[config.mk]
export PLATFORM = sky130hd
export DESIGN_NAME = mmio_spi
export DESIGN_NICKNAME = d
export VERILOG_FILES = /design/src/rtl/mmio_spi.sv
export SDC_FILE = /design/constraint.sdc
export NUM_CORES = 1
export LEC_CHECK = 0
export ABC_AREA = 1
export CAP_MARGIN = 25
export CORE_MARGIN = 10
export CORE_UTILIZATION = 40
export DETAILED_ROUTE_END_ITERATION = 16
export GPL_TIMING_DRIVEN = 0
export HOLD_SLACK_MARGIN = 0.1
export PLACE_DENSITY = 0.66
export SETUP_SLACK_MARGIN = 0.02
export SYNTH_ARGS = -nofsm -noshare
export SYNTH_HDL_FRONTEND = slang
export SYNTH_SLANG_ARGS = --single-unit
[constraint.sdc]
create_clock -name clk -period 3 [get_ports clk]
set_input_delay 0.6 -clock clk [delete_from_list [all_inputs] [get_ports clk]]
set_output_delay 0.6 -clock clk [all_outputs]
set_load 0.01 [all_outputs]
[src/rtl/mmio_spi.sv]
// mmio_spi: memory-mapped SPI master (mode 0, MSB first) for the 0x10024000 page.
// One request decoded per cycle, registered one-cycle response, TX/RX byte FIFOs.
// Build option: MMIO_SPI_LOOPBACK_EN routes spi_mosi into the receive shifter
// instead of spi_miso.
//
// state | meaning
// IDLE  | waiting for a TX byte; CS released unless HOLD keeps it low
// LEAD  | CS asserted, bit 7 on MOSI, one half-period before first SCK rise
// SHIFT | 16 half-periods, SCK toggles at each terminal count
// TRAIL | one half-period after last fall, then next byte or IDLE
module mmio_spi #(
    parameter int DIV_W   = 12,
    parameter int FIFO_LG = 3
) (
    input  logic        clk,
    input  logic        reset,
    input  logic        rq_en,
    input  logic [31:0] rq_addr,
    input  logic        rq_iswrite,
    input  logic [31:0] rq_data,
    output logic        rq_hit,
    output logic        rs_en,
    output logic [31:0] rs_data,
    output logic        spi_clk,
    output logic        spi_cs,
    output logic        spi_mosi,
    input  logic        spi_miso
);

    localparam int DEPTH = 1 << FIFO_LG;
    localparam logic [1:0] CS_HOLD = 2'd2;
    localparam logic [1:0] CS_OFF  = 2'd3;
    localparam logic [FIFO_LG:0] PTR_ONE = 1;
    localparam logic [DIV_W-1:0] CNT_ONE = 1;

    typedef enum logic [1:0] {IDLE, LEAD, SHIFT, TRAIL} state_t;

    state_t state, state_nx;

    logic [DIV_W-1:0] sckdiv, cnt;
    logic [1:0]       csmode;
    logic [11:0]      off;
    logic             acc, wr_div, wr_csm, wr_tx, rd_rx;
    logic [31:0]      rd_data;

    logic [7:0]       tx_mem [DEPTH];
    logic [7:0]       rx_mem [DEPTH];
    logic [FIFO_LG:0] tx_wp, tx_rp, rx_wp, rx_rp;
    logic             tx_empty, tx_full, rx_empty, rx_full;
    logic             tx_push, tx_pop, rx_push, rx_pop;
    logic [7:0]       tx_rd, rx_rd;

    logic [7:0]       tx_sh, rx_sh;
    logic [2:0]       bit_cnt;
    logic             tc, cnt_load, sck_rise, sck_fall, frame_done, rx_in;

`ifdef MMIO_SPI_LOOPBACK_EN
    logic unused_bits;
    assign unused_bits = ^{rq_data[31:DIV_W], spi_miso};
    assign rx_in = spi_mosi;
`else
    logic unused_bits;
    assign unused_bits = ^rq_data[31:DIV_W];
    assign rx_in = spi_miso;
`endif

    assign rq_hit = (rq_addr[31:12] == 20'h10024);
    assign acc    = rq_en & rq_hit;
    assign off    = rq_addr[11:0];
    assign wr_div = acc &  rq_iswrite & (off == 12'h000);
    assign wr_csm = acc &  rq_iswrite & (off == 12'h018);
    assign wr_tx  = acc &  rq_iswrite & (off == 12'h048);
    assign rd_rx  = acc & ~rq_iswrite & (off == 12'h04c);

    assign tx_empty = (tx_wp == tx_rp);
    assign tx_full  = (tx_wp[FIFO_LG] != tx_rp[FIFO_LG]) &&
                      (tx_wp[FIFO_LG-1:0] == tx_rp[FIFO_LG-1:0]);
    assign rx_empty = (rx_wp == rx_rp);
    assign rx_full  = (rx_wp[FIFO_LG] != rx_rp[FIFO_LG]) &&
                      (rx_wp[FIFO_LG-1:0] == rx_rp[FIFO_LG-1:0]);
    assign tx_rd    = tx_mem[tx_rp[FIFO_LG-1:0]];
    assign rx_rd    = rx_mem[rx_rp[FIFO_LG-1:0]];

    assign tx_push = wr_tx & ~tx_full;
    assign rx_pop  = rd_rx & ~rx_empty;
    // a pop in the same cycle frees the slot, so a full FIFO still accepts
    assign rx_push = frame_done & (~rx_full | rx_pop);
    assign tc      = (cnt == '0);

    // read data mux; FIFO status is taken from the request cycle
    always_comb begin
        rd_data = '0;
        if (!rq_iswrite) begin
            case (off)
                12'h000: rd_data = 32'(sckdiv);
                12'h018: rd_data = {30'b0, csmode};
                12'h048: rd_data = {tx_full, 31'b0};
                12'h04c: rd_data = rx_empty ? 32'h8000_0000 : {24'b0, rx_rd};
                default: rd_data = '0;
            endcase
        end
    end

    // registered one-cycle response and configuration registers
    always_ff @(posedge clk or posedge reset) begin
        if (reset) begin
            rs_en   <= 1'b0;
            rs_data <= '0;
            sckdiv  <= DIV_W'(3);
            csmode  <= 2'd0;
        end else begin
            rs_en   <= acc;
            rs_data <= acc ? rd_data : '0;
            if (wr_div) sckdiv <= rq_data[DIV_W-1:0];
            if (wr_csm) csmode <= rq_data[1:0];
        end
    end

    // FIFO pointers
    always_ff @(posedge clk or posedge reset) begin
        if (reset) begin
            tx_wp <= '0;
            tx_rp <= '0;
            rx_wp <= '0;
            rx_rp <= '0;
        end else begin
            if (tx_push) tx_wp <= tx_wp + PTR_ONE;
            if (tx_pop)  tx_rp <= tx_rp + PTR_ONE;
            if (rx_push) rx_wp <= rx_wp + PTR_ONE;
            if (rx_pop)  rx_rp <= rx_rp + PTR_ONE;
        end
    end

    // FIFO storage, no reset needed behind the pointers
    always_ff @(posedge clk) begin
        if (tx_push) tx_mem[tx_wp[FIFO_LG-1:0]] <= rq_data[7:0];
        if (rx_push) rx_mem[rx_wp[FIFO_LG-1:0]] <= rx_sh;
    end

    // FSM state register
    always_ff @(posedge clk or posedge reset) begin
        if (reset) state <= IDLE;
        else       state <= state_nx;
    end

    // FSM next state and per-cycle strobes
    always_comb begin
        state_nx   = state;
        tx_pop     = 1'b0;
        cnt_load   = 1'b0;
        sck_rise   = 1'b0;
        sck_fall   = 1'b0;
        frame_done = 1'b0;
        case (state)
            IDLE: begin
                if (!tx_empty) begin
                    tx_pop   = 1'b1;
                    cnt_load = 1'b1;
                    state_nx = LEAD;
                end
            end
            LEAD: begin
                if (tc) begin
                    cnt_load = 1'b1;
                    state_nx = SHIFT;
                end
            end
            SHIFT: begin
                if (tc) begin
                    cnt_load = 1'b1;
                    if (!spi_clk) begin
                        sck_rise = 1'b1;
                    end else begin
                        sck_fall = 1'b1;
                        if (bit_cnt == 3'd7) begin
                            frame_done = 1'b1;
                            state_nx   = TRAIL;
                        end
                    end
                end
            end
            TRAIL: begin
                if (tc) begin
                    if (!tx_empty) begin
                        tx_pop   = 1'b1;
                        cnt_load = 1'b1;
                        state_nx = LEAD;
                    end else begin
                        state_nx = IDLE;
                    end
                end
            end
            default: state_nx = IDLE;
        endcase
    end

    // half-period timer, shifters, SCK/MOSI/CS outputs
    always_ff @(posedge clk or posedge reset) begin
        if (reset) begin
            cnt      <= '0;
            spi_clk  <= 1'b0;
            spi_cs   <= 1'b1;
            spi_mosi <= 1'b0;
            tx_sh    <= '0;
            rx_sh    <= '0;
            bit_cnt  <= '0;
        end else begin
            if (cnt_load)  cnt <= sckdiv;
            else if (!tc)  cnt <= cnt - CNT_ONE;

            if (sck_rise) begin
                spi_clk <= 1'b1;
                rx_sh   <= {rx_sh[6:0], rx_in};
            end
            if (sck_fall) begin
                spi_clk <= 1'b0;
                bit_cnt <= bit_cnt + 3'd1;
                if (!frame_done) begin
                    tx_sh    <= {tx_sh[6:0], 1'b0};
                    spi_mosi <= tx_sh[6];
                end
            end
            if (tx_pop) begin
                tx_sh    <= tx_rd;
                spi_mosi <= tx_rd[7];
                bit_cnt  <= '0;
            end

            // HOLD keeps CS low across IDLE; a mode change only lands in IDLE
            if (state == IDLE) begin
                if (tx_pop)                spi_cs <= (csmode == CS_OFF);
                else if (csmode != CS_HOLD) spi_cs <= 1'b1;
            end else if (state_nx == IDLE && csmode != CS_HOLD) begin
                spi_cs <= 1'b1;
            end
        end
    end

endmodule

==> flow_summary.json, run 1 <==
{
  "cp.buffers_inverters": 3,
  "p_per_area_nw_per_um2": 556,
  "antenna_found_initial": 0,
  "yosysTopAreaCellShare": 0.413,
  "cts_num_sinks": 207,
  "place_area_um2": 10500,
  "slew_violations": 0,
  "drt_first_pass_iters": 5,
  "crit_fanout": 9,
  "clk_pin_slew_ns": 0.06,
  "drv_cap": 0,
  "routed_via_density": 4.93,
  "remaining_drc_errors": 0,
  "io_buffers": 66,
  "ff2ff_setup_slack_ns": 0.10,
  "dp_cells": 1281,
  "critPathKind": "reg -> reg",
  "fin_ws_ns": 0.101,
  "setup_viol": 0,
  "async_flop_share": 0.382,
  "r2r_cells": 10,
  "synth-main-ff-cell": "edfxtp_1",
  "syn_to_final_growth_pct": 20.2,
  "layout_commonest_cell": "nand2_1",
  "fin_worst_skew_ns": 0.00744,
  "status": "complete, no violations",
  "p_total_mw": 6.23,
  "end_kind": "flop",
  "start_util": 0.409,
  "postLayoutCellArea_um2": 11200,
  "crit_slowest_cell": "nor2_1",
  "grt_pass1_vias": 6431,
  "grtUsageTotal": 0.140,
  "wl_per_cell_um": 16.2,
  "met2_usage": 0.237,
  "dp_worst_setup_slack_ns": -0.405,
  "n_antenna_cell": 0,
  "grt_max_degree": 61,
  "grt_pass1_wl_um": 34500,
  "p_leak_nw": 4.55,
  "ys_ff_latch": 207,
  "grt-busiest-layer": "met2",
  "gp_congestion": 0.831,
  "synth-seq-area-share": 0.625,
  "nNetsFinal": 1074,
  "rows": 55,
  "syn_inst": 883,
  "ant_nets": 0,
  "cpPeakStageDelay_ns": 0.66,
  "cts_tree": "built",
  "crit_required_ns": 3.13,
  "fp.dieArea_um2": 29800,
  "layout_min_cycle_time_ns": 2.90,
  "post-route-period-util": 0.966,
  "synthTopCellsByArea": "edfxtp_1 41%, dfrtp_1 20%, nand2_1 7.0%, nor2_1 4.9%, nand3_1 3.2%",
  "final_cell_mix": "173 x nand2_1, 128 x edfxtp_1, 115 x nor2_1",
  "initialDrtViolationCount": 609,
  "path_cells": "inv_1 > ha_1 > inv_1 > nor3_4 > nand2_4 > nor2_4 > inv_2 > nor2_1 > nand3_1 > nor2_1",
  "cts_buffer_depth": 3,
  "yosysWarnings": 0,
  "synth_edf_count": 128,
  "critPathArrivalTime_ns": 3.03,
  "core_um2": 22800,
  "fin_cells": 1321,
  "synth_largest_area_cell": "edfxtp_1",
  "h-tree-depth": 1,
  "clock_latency_ns": 0.50,
  "numCtsBuffers": 22,
  "rsz0062_at_grt": "true",
  "die_height_um": 173,
  "worst_slew_pin_slew_ns": 0.904,
  "synth_cell_type_count": 44,
  "syn_avg_cell_area_um2": 10.6,
  "netlist_area_um2": 9320,
  "via_count": 6515,
  "met3_usage": 0.0311,
  "slew_headroom": 0.395,
  "io_pins": 106,
  "path_delay_family": "simple AND/OR/NAND/NOR gates",
  "drive_gt1_frac": 0.0992,
  "hold_violations": 0,
  "wirelength_um": 21400,
  "ir_drop_mv": 0.435,
  "clk_root_buffer_cell": "clkbuf_16",
  "startpoint_type": "flop",
  "dp_hpwl_um": 15200,
  "overflow": 0,
  "grt_util_met1": 0.178,
  "dieWidth_um": 173,
  "min_path_type": "in -> async",
  "worst-path-stages": 10,
  "fmax_ghz": 0.345
}
-- state kept, by name, summed over array words and instances (netlist names), 7 cells and up --
| register | cells |
|---|---|
| rs_data | 13 |
| sckdiv | 12 |
| cnt | 12 |
| tx_mem | 64 |
| tx_sh | 7 |
| rx_sh | 8 |
| rx_mem | 64 |
-- layout make-up --
| type | count | area [um^2] |
|---|---|---|
| tap | 313 | 392 |
| clock buffer | 24 | 579 |
| clock inverter | 16 | 139 |
| inverter | 60 | 228 |
| fill | 2025 | 11600 |
| sequential | 207 | 5820 |
| timing repair buffer | 67 | 688 |
| buffer | 52 | 292 |
| multi-input combinational | 582 | 3060 |
-- cells by family after synthesis --
family,after synthesis,share of synthesized area
buffers and inverters,112,0.0555
AO/OA/AOI/OAI,118,0.0761
other,1,0.000402
XOR/XNOR,19,0.0179
multiplexers,25,0.0312
flip-flops,207,0.625
AND/OR/NAND/NOR,388,0.176
adder cells (fa/ha/maj),13,0.0175
-- timing repair --
| item | CTS | global route |
|---|---|---|
| hold buffers | 0 | 0 |
| endpoints found under the setup margin | 0 | 112 |
| gates resized for setup | 0 | 6 |
| setup buffers | 0 | 0 |
-- per-stage QoR --
stage | hold slack [ns] | setup TNS (ns) | util
after floorplan | 0.442 | 0 | -
after global placement | 0.456 | -125.26 | 0.458
after detailed placement | 0.458 | -43.32 | 0.460
after CTS | 0.408 | 0 | 0.491
after global routing | 0.426 | -7.34 | 0.492
final | 0.407 | 0 | 0.492
-- worst reg2reg max path, cell delays in order, from the launching register on --
cell     delay [ns]
dfrtp_1        0.39
inv_1          0.10
ha_1           0.21
inv_1          0.08
nor3_4         0.19
nand2_4        0.15
nor2_4         0.12
inv_2          0.05
nor2_1         0.31
nand3_1        0.26
nor2_1         0.66
-- synthesized netlist by cell type (all sizes together), types with 7 or more instances --
cell	n
a21oi	10
a22oi	7
buf	31
clkbuf	21
dfrtp	76
edfxtp	128
ha	13
inv	58
mux2	8
mux2i	17
nand2	176
nand3	59
nor2	128
nor3	11
o21ai	59
o221ai	8
o22ai	20
xor2	14
-- path summary, 6_finish.rpt --
path / start / endpoint
min in group clk: spi_cs / spi_cs
worst max-delay path: cnt[0] / rx_mem[5][7]
worst min-delay path: reset / spi_clk
worst min register to register: spi_cs / spi_cs
max in group asynchronous: reset / sckdiv[0]
worst max register to register: cnt[0] / rx_mem[5][7]
-- where the power goes --
group / leakage, nW / switching, mW / internal (mW)
Sequential: 2.16 / 0.0659 / 3.11
Clock: 0.347 / 1.10 / 1.57
Combinational: 2.05 / 0.202 / 0.174
-- layer usage --
layer,share of wire,wire length (um),vias to the layer above
met3,0.055,1180,30
met5,0,0,-
met1,0.43,9190,3129
met2,0.49,10500,144
met4,0.021,444,0
li1,-,-,3212
Power figures use the tool's default switching activity.
==> run 2, diff against run 1 <==
--- a/config.mk
+++ b/config.mk
@@ -10,10 +10,10 @@
 export CORE_MARGIN = 10
 export CORE_UTILIZATION = 40
 export DETAILED_ROUTE_END_ITERATION = 16
-export GPL_TIMING_DRIVEN = 0
 export HOLD_SLACK_MARGIN = 0.1
 export PLACE_DENSITY = 0.66
 export SETUP_SLACK_MARGIN = 0.02
+export SLEW_MARGIN = 5
 export SYNTH_ARGS = -nofsm -noshare
 export SYNTH_HDL_FRONTEND = slang
 export SYNTH_SLANG_ARGS = --single-unit
==> run 2 against run 1 <==
Effect of this change:
- combinational power fell by 8.8%
- highest routed layer unchanged
- largest power group unchanged
- design area rose by 0.26%
- setup slack improved by 0.10 ns
- utilization rose by 0.13 points
- sequential power barely moved
- power rose by 3.5%
- critical endpoint is now rq_hit
- sequential share of layout area fell by 0.13 points
- wire length fell by 3.5%
- flip-flop and latch count did not move
==> flow_summary.json, run 2 (same netlist as run 1, synthesis figures left out) <==
{
  "hold_violations": 0,
  "ir_drop_mv": 0.421,
  "path_delay_family": "buffers and inverters",
  "drv_cap": 0,
  "initialDrtViolationCount": 487,
  "crit_slowest_cell": "clkdlybuf4s50_1",
  "drive_gt1_frac": 0.107,
  "ff2ff_setup_slack_ns": 0.42,
  "die_height_um": 173,
  "p_per_area_nw_per_um2": 574,
  "fill_cells": 2056,
  "fmax_ghz": 0.358,
  "clk_pin_slew_ns": 0.06,
  "critPathKind": "in -> out",
  "via_count": 6467,
  "cp.buffers_inverters": 4,
  "clk_root_buffer_cell": "clkbuf_16",
  "crit_fanout": 3,
  "grt_pass1_vias": 6214,
  "dp_hpwl_um": 14300,
  "dieWidth_um": 173,
  "syn_to_final_growth_pct": 20.5,
  "path_cells": "clkdlybuf4s50_1 > inv_1 > nor4_1 > nand3_1 > inv_1 > clkdlybuf4s50_1",
  "finalSetupTns_ns": 0,
  "layout_commonest_cell": "nand2_1",
  "overflow": 0,
  "post-route-period-util": 0.932,
  "h-tree-depth": 1,
  "cpPeakStageDelay_ns": 0.55,
  "n_antenna_cell": 0,
  "startpoint": "rq_addr[28]",
  "post_cts_buffers": 0,
  "numCtsBuffers": 23,
  "start_util": 0.409,
  "min_path_type": "in -> async",
  "slew_headroom": 0.512,
  "routed_via_density": 4.96,
  "worst_slew_pin_slew_ns": 0.732,
  "cts_resized": 0,
  "io_pins": 106,
  "grt_pass1_wl_um": 33400,
  "grtUsageTotal": 0.135,
  "fin_cells": 1304,
  "final_util": 0.493,
  "dp_cells": 1262,
  "cts_buffer_depth": 3,
  "fp.dieArea_um2": 29800,
  "drt_first_pass_iters": 5,
  "ant_nets": 0,
  "gp_congestion": 0.812,
  "setup_viol": 0,
  "cts_tree": "built",
  "wirelength_um": 20600,
  "layout_min_cycle_time_ns": 2.79,
  "crit-reg2reg-capture": "rx_mem[7][1]",
  "r2r_cells": 11,
  "ctsHoldBuffers": 0,
  "r2r_start": "cnt[0]",
  "critPathArrivalTime_ns": 2.19,
  "antenna_found_initial": 0,
  "rows": 55,
  "slew_violations": 0,
  "holdWs_ns": 0.410,
  "io_buffers": 66,
  "grt_max_degree": 56,
  "remaining_drc_errors": 0,
  "startpoint_type": "input pin",
  "crit_required_ns": 2.40,
  "clock_latency_ns": 0.51,
  "cts_num_sinks": 207,
  "rsz0062_at_grt": "false",
  "wl_per_cell_um": 15.8,
  "nNetsFinal": 1056,
  "p_leak_nw": 4.59,
  "core_um2": 22800,
  "final_cell_mix": "173 x nand2_1, 128 x edfxtp_1, 121 x nor2_1",
  "p_total_mw": 6.44,
  "end_kind": "output port",
  "fin_worst_skew_ns": 0.0209,
  "status": "complete, no violations"
}
[run 2: changes by cell type in the layout (fill, tap and decap cells not counted), moves of 2 or more]
cell       change
nor2_1         +6
buf_2          -8
clkbuf_16      +2
inv_6          +2
clkinv_1       -6
nor2_2         -6
clkbuf_4       +2
clkbuf_8       +3
clkbuf_1      -21
clkinv_2       +2
buf_4         +12
clkinv_4       -3
[run 2: worst max path at each step]
stage	endpoint	depth (start not counted)
finish	rq_hit	6
global route	rq_hit	6
CTS	rq_hit	6
detailed placement	rx_mem[7][0]	10
global placement	rx_mem[7][5]	10
floorplan	bit_cnt[0]	1
[run 2: final cells by class]
| cell class | instances | area [um^2] | area share |
|---|---|---|---|
| Sequential cell | 207 | 5820 | 0.519 |
| Multi-Input combinational cell | 582 | 3050 | 0.272 |
| Timing Repair Buffer | 100 | 928 | 0.0827 |
| Clock buffer | 31 | 686 | 0.0611 |
| Tap cell | 313 | 392 | 0.0349 |
| Inverter | 60 | 226 | 0.0202 |
| Clock inverter | 11 | 124 | 0.0110 |
[run 2: routing by layer]
metal  GRT usage  part of all wire
met5           0                 0
met4      0.0330             0.019
met3      0.0259             0.052
met2       0.229              0.50
met1       0.174              0.43
[run 2: per-stage QoR]
step	instance area, um^2	setup WS (ns)
floorplan	9390	0.382
global placement	10400	0.135
detailed placement	10400	0.106
CTS	11200	0.189
global route	11200	0.0582
finish	11200	0.205
[run 2: power breakdown]
| group | internal [mW] | switching [mW] | total [mW] |
|---|---|---|---|
| clock network | 1.79 | 1.12 | 2.91 |
| logic | 0.157 | 0.186 | 0.343 |
| registers | 3.11 | 0.0771 | 3.19 |
| total | 5.06 | 1.38 | 6.44 |
==> run 3, diff against run 2 <==
--- a/config.mk
+++ b/config.mk
@@ -6,12 +6,13 @@
 export NUM_CORES = 1
 export LEC_CHECK = 0
 export ABC_AREA = 1
-export CAP_MARGIN = 25
+export CAP_MARGIN = 20
 export CORE_MARGIN = 10
 export CORE_UTILIZATION = 40
 export DETAILED_ROUTE_END_ITERATION = 16
 export HOLD_SLACK_MARGIN = 0.1
 export PLACE_DENSITY = 0.66
+export REMOVE_ABC_BUFFERS = 1
 export SETUP_SLACK_MARGIN = 0.02
 export SLEW_MARGIN = 5
 export SYNTH_ARGS = -nofsm -noshare
==> run 3 against run 2 <==
Effect of this change:
- design area fell by 0.39%
- register-to-register slack improved by 0.08 ns
- first-iteration DRC count fell by 23%
- largest cell class unchanged
- non-clock buffer count rose by 4
- worst hold slack improved by 0.066 ns
- sequential power barely moved
- die area did not move
- setup slack got worse by 0.031 ns
==> flow_summary.json, run 3 (same netlist as run 1, synthesis figures left out) <==
{
  "cp.buffers_inverters": 3,
  "netSwitchingFraction": 0.214,
  "syn_to_final_growth_pct": 20.0,
  "power_frac_clock": 0.438,
  "crit_required_ns": 2.40,
  "fp.dieArea_um2": 29800,
  "min_path_type": "reg -> reg",
  "die_height_um": 173,
  "p_per_area_nw_per_um2": 563,
  "end_kind": "output port",
  "fill_cells": 2046,
  "finalSetupTns_ns": 0,
  "fin_worst_skew_ns": 0.0142,
  "p_leak_nw": 4.57,
  "layout_min_cycle_time_ns": 2.83,
  "wirelength_um": 22600,
  "fin_ws_ns": 0.174,
  "cts_tree": "built",
  "post_cts_buffers": 0,
  "seqCellArea_um2": 5820,
  "routed_via_density": 4.96,
  "wl_per_cell_um": 17.3,
  "start_util": 0.409,
  "multi_input_area_um2": 3050,
  "via_count": 6475,
  "initialDrtViolationCount": 374,
  "critPathArrivalTime_ns": 2.23,
  "core_um2": 22800,
  "cts_resized": 0,
  "p_int_mw": 4.95,
  "final_util": 0.491,
  "dp_worst_setup_slack_ns": 0.0204,
  "cpPeakStageDelay_ns": 0.55,
  "dp_cells": 1266,
  "ir_drop_mv": 0.504,
  "n_antenna_cell": 0,
  "gp_congestion": 0.865,
  "status": "complete, no violations",
  "fin_cells": 1306,
  "final_cell_mix": "173 x nand2_1, 128 x edfxtp_1, 121 x nor2_1",
  "setup_viol": 0,
  "drt_first_pass_iters": 5,
  "rsz0062_at_grt": "false",
  "remaining_drc_errors": 0,
  "grt_pass1_vias": 6456,
  "slew_violations": 0,
  "grt_pass1_wl_um": 35600,
  "clk_pin_slew_ns": 0.06,
  "io_pins": 106,
  "critPathKind": "in -> out",
  "pwr-share-comb": 0.055,
  "fmax_ghz": 0.354,
  "layout_commonest_cell": "nand2_1",
  "hold_violations": 0,
  "h-tree-depth": 1,
  "clk_root_buffer_cell": "clkbuf_16",
  "worst_slew_pin_slew_ns": 0.834,
  "seq_power_share": 0.506,
  "grtUsageTotal": 0.147,
  "cts_buffer_depth": 3,
  "post-route-period-util": 0.942,
  "path_delay_family": "buffers and inverters",
  "dieWidth_um": 173,
  "antenna_found_initial": 0,
  "overflow": 0,
  "io_buffers": 66,
  "clock_latency_ns": 0.50,
  "drive_gt1_frac": 0.0997,
  "grt_max_degree": 41,
  "dp_hpwl_um": 15600,
  "numCtsBuffers": 22,
  "drv_cap": 0,
  "startpoint_type": "input pin",
  "slew_headroom": 0.444,
  "crit_slowest_cell": "clkdlybuf4s50_1",
  "ant_nets": 0,
  "crit_fanout": 2,
  "switchingPower_mw": 1.35,
  "cts_num_sinks": 207,
  "path_cells": "clkdlybuf4s50_1 > nor2_1 > nand3b_1 > nor2_1 > nand3_1 > inv_1 > clkdlybuf4s50_1",
  "nNetsFinal": 1059,
  "ctsHoldBuffers": 0,
  "rows": 55
}
==> run 3: cell count changes in the layout (fill, tap and decap cells not counted) <==
cell	before	now
buf_4	33	37
bufinv_16	2	3
clkbuf_1	1	5
clkbuf_16	25	23
clkbuf_4	2	0
clkbuf_8	3	1
clkinv_1	2	7
clkinv_2	5	3
clkinv_4	0	1
clkinvlp_4	2	0
inv_6	2	0
inv_8	1	0
==> run 3: metrics by stage <==
step           power (mW)  instance area (um^2)  hold slack, ns
2_1_floorplan        3.42                  9090           0.442
3_3_place_gp         3.59                 10500           0.454
3_5_place_dp         3.60                 10500           0.459
4_1_cts              6.35                 11200           0.477
5_1_grt              6.52                 11200           0.495
6_report             6.30                 11200           0.476
==> run 3: layout make-up <==
| class | count | share of cell area |
|---|---|---|
| flip-flops and latches | 207 | 0.521 |
| multi-input cells | 582 | 0.273 |
| repair buffers | 104 | 0.0857 |
| clock buffers | 29 | 0.0544 |
| well taps | 313 | 0.0350 |
| inverters | 60 | 0.0202 |
| clock inverters | 11 | 0.0114 |
==> run 3: tightest hold or removal path, cell delays in order, from the launching register on <==
cell	delay (ns)
dfrtp_1	0.34
nand2_1	0.05
nand2_1	0.05
==> run 3: final timing paths <==
path                        startpoint          to  slack, ns  cells past startpoint
setup reg to reg              tx_rp[2]      cnt[2]       0.50                     11
min in group asynchronous        reset    rx_wp[3]       0.57                      2
hold reg to reg             sckdiv[10]  sckdiv[10]       0.48                      2
max in group asynchronous        reset   sckdiv[0]       1.71                      3
hold / removal              sckdiv[10]  sckdiv[10]       0.48                      2
setup / recovery           rq_addr[13]      rq_hit       0.17                      7
==> run 3: metal layers <==
| layer | global-route usage | share of wire |
|---|---|---|
| met5 | 0 | 0 |
| met4 | 0.0431 | 0.020 |
| met1 | 0.188 | 0.44 |
| met2 | 0.252 | 0.50 |
| met3 | 0.0211 | 0.041 |
==> run 3: power groups by stage <==
| stage | combinational [mW] | clock, mW | sequential (mW) |
|---|---|---|---|
| after global placement | 0.343 | 0 | 3.25 |
| after floorplan | 0.205 | 0 | 3.22 |
| final | 0.348 | 2.76 | 3.19 |
| after global routing | 0.390 | 2.93 | 3.20 |
| after CTS | 0.350 | 2.81 | 3.19 |
| after detailed placement | 0.349 | 0 | 3.25 |
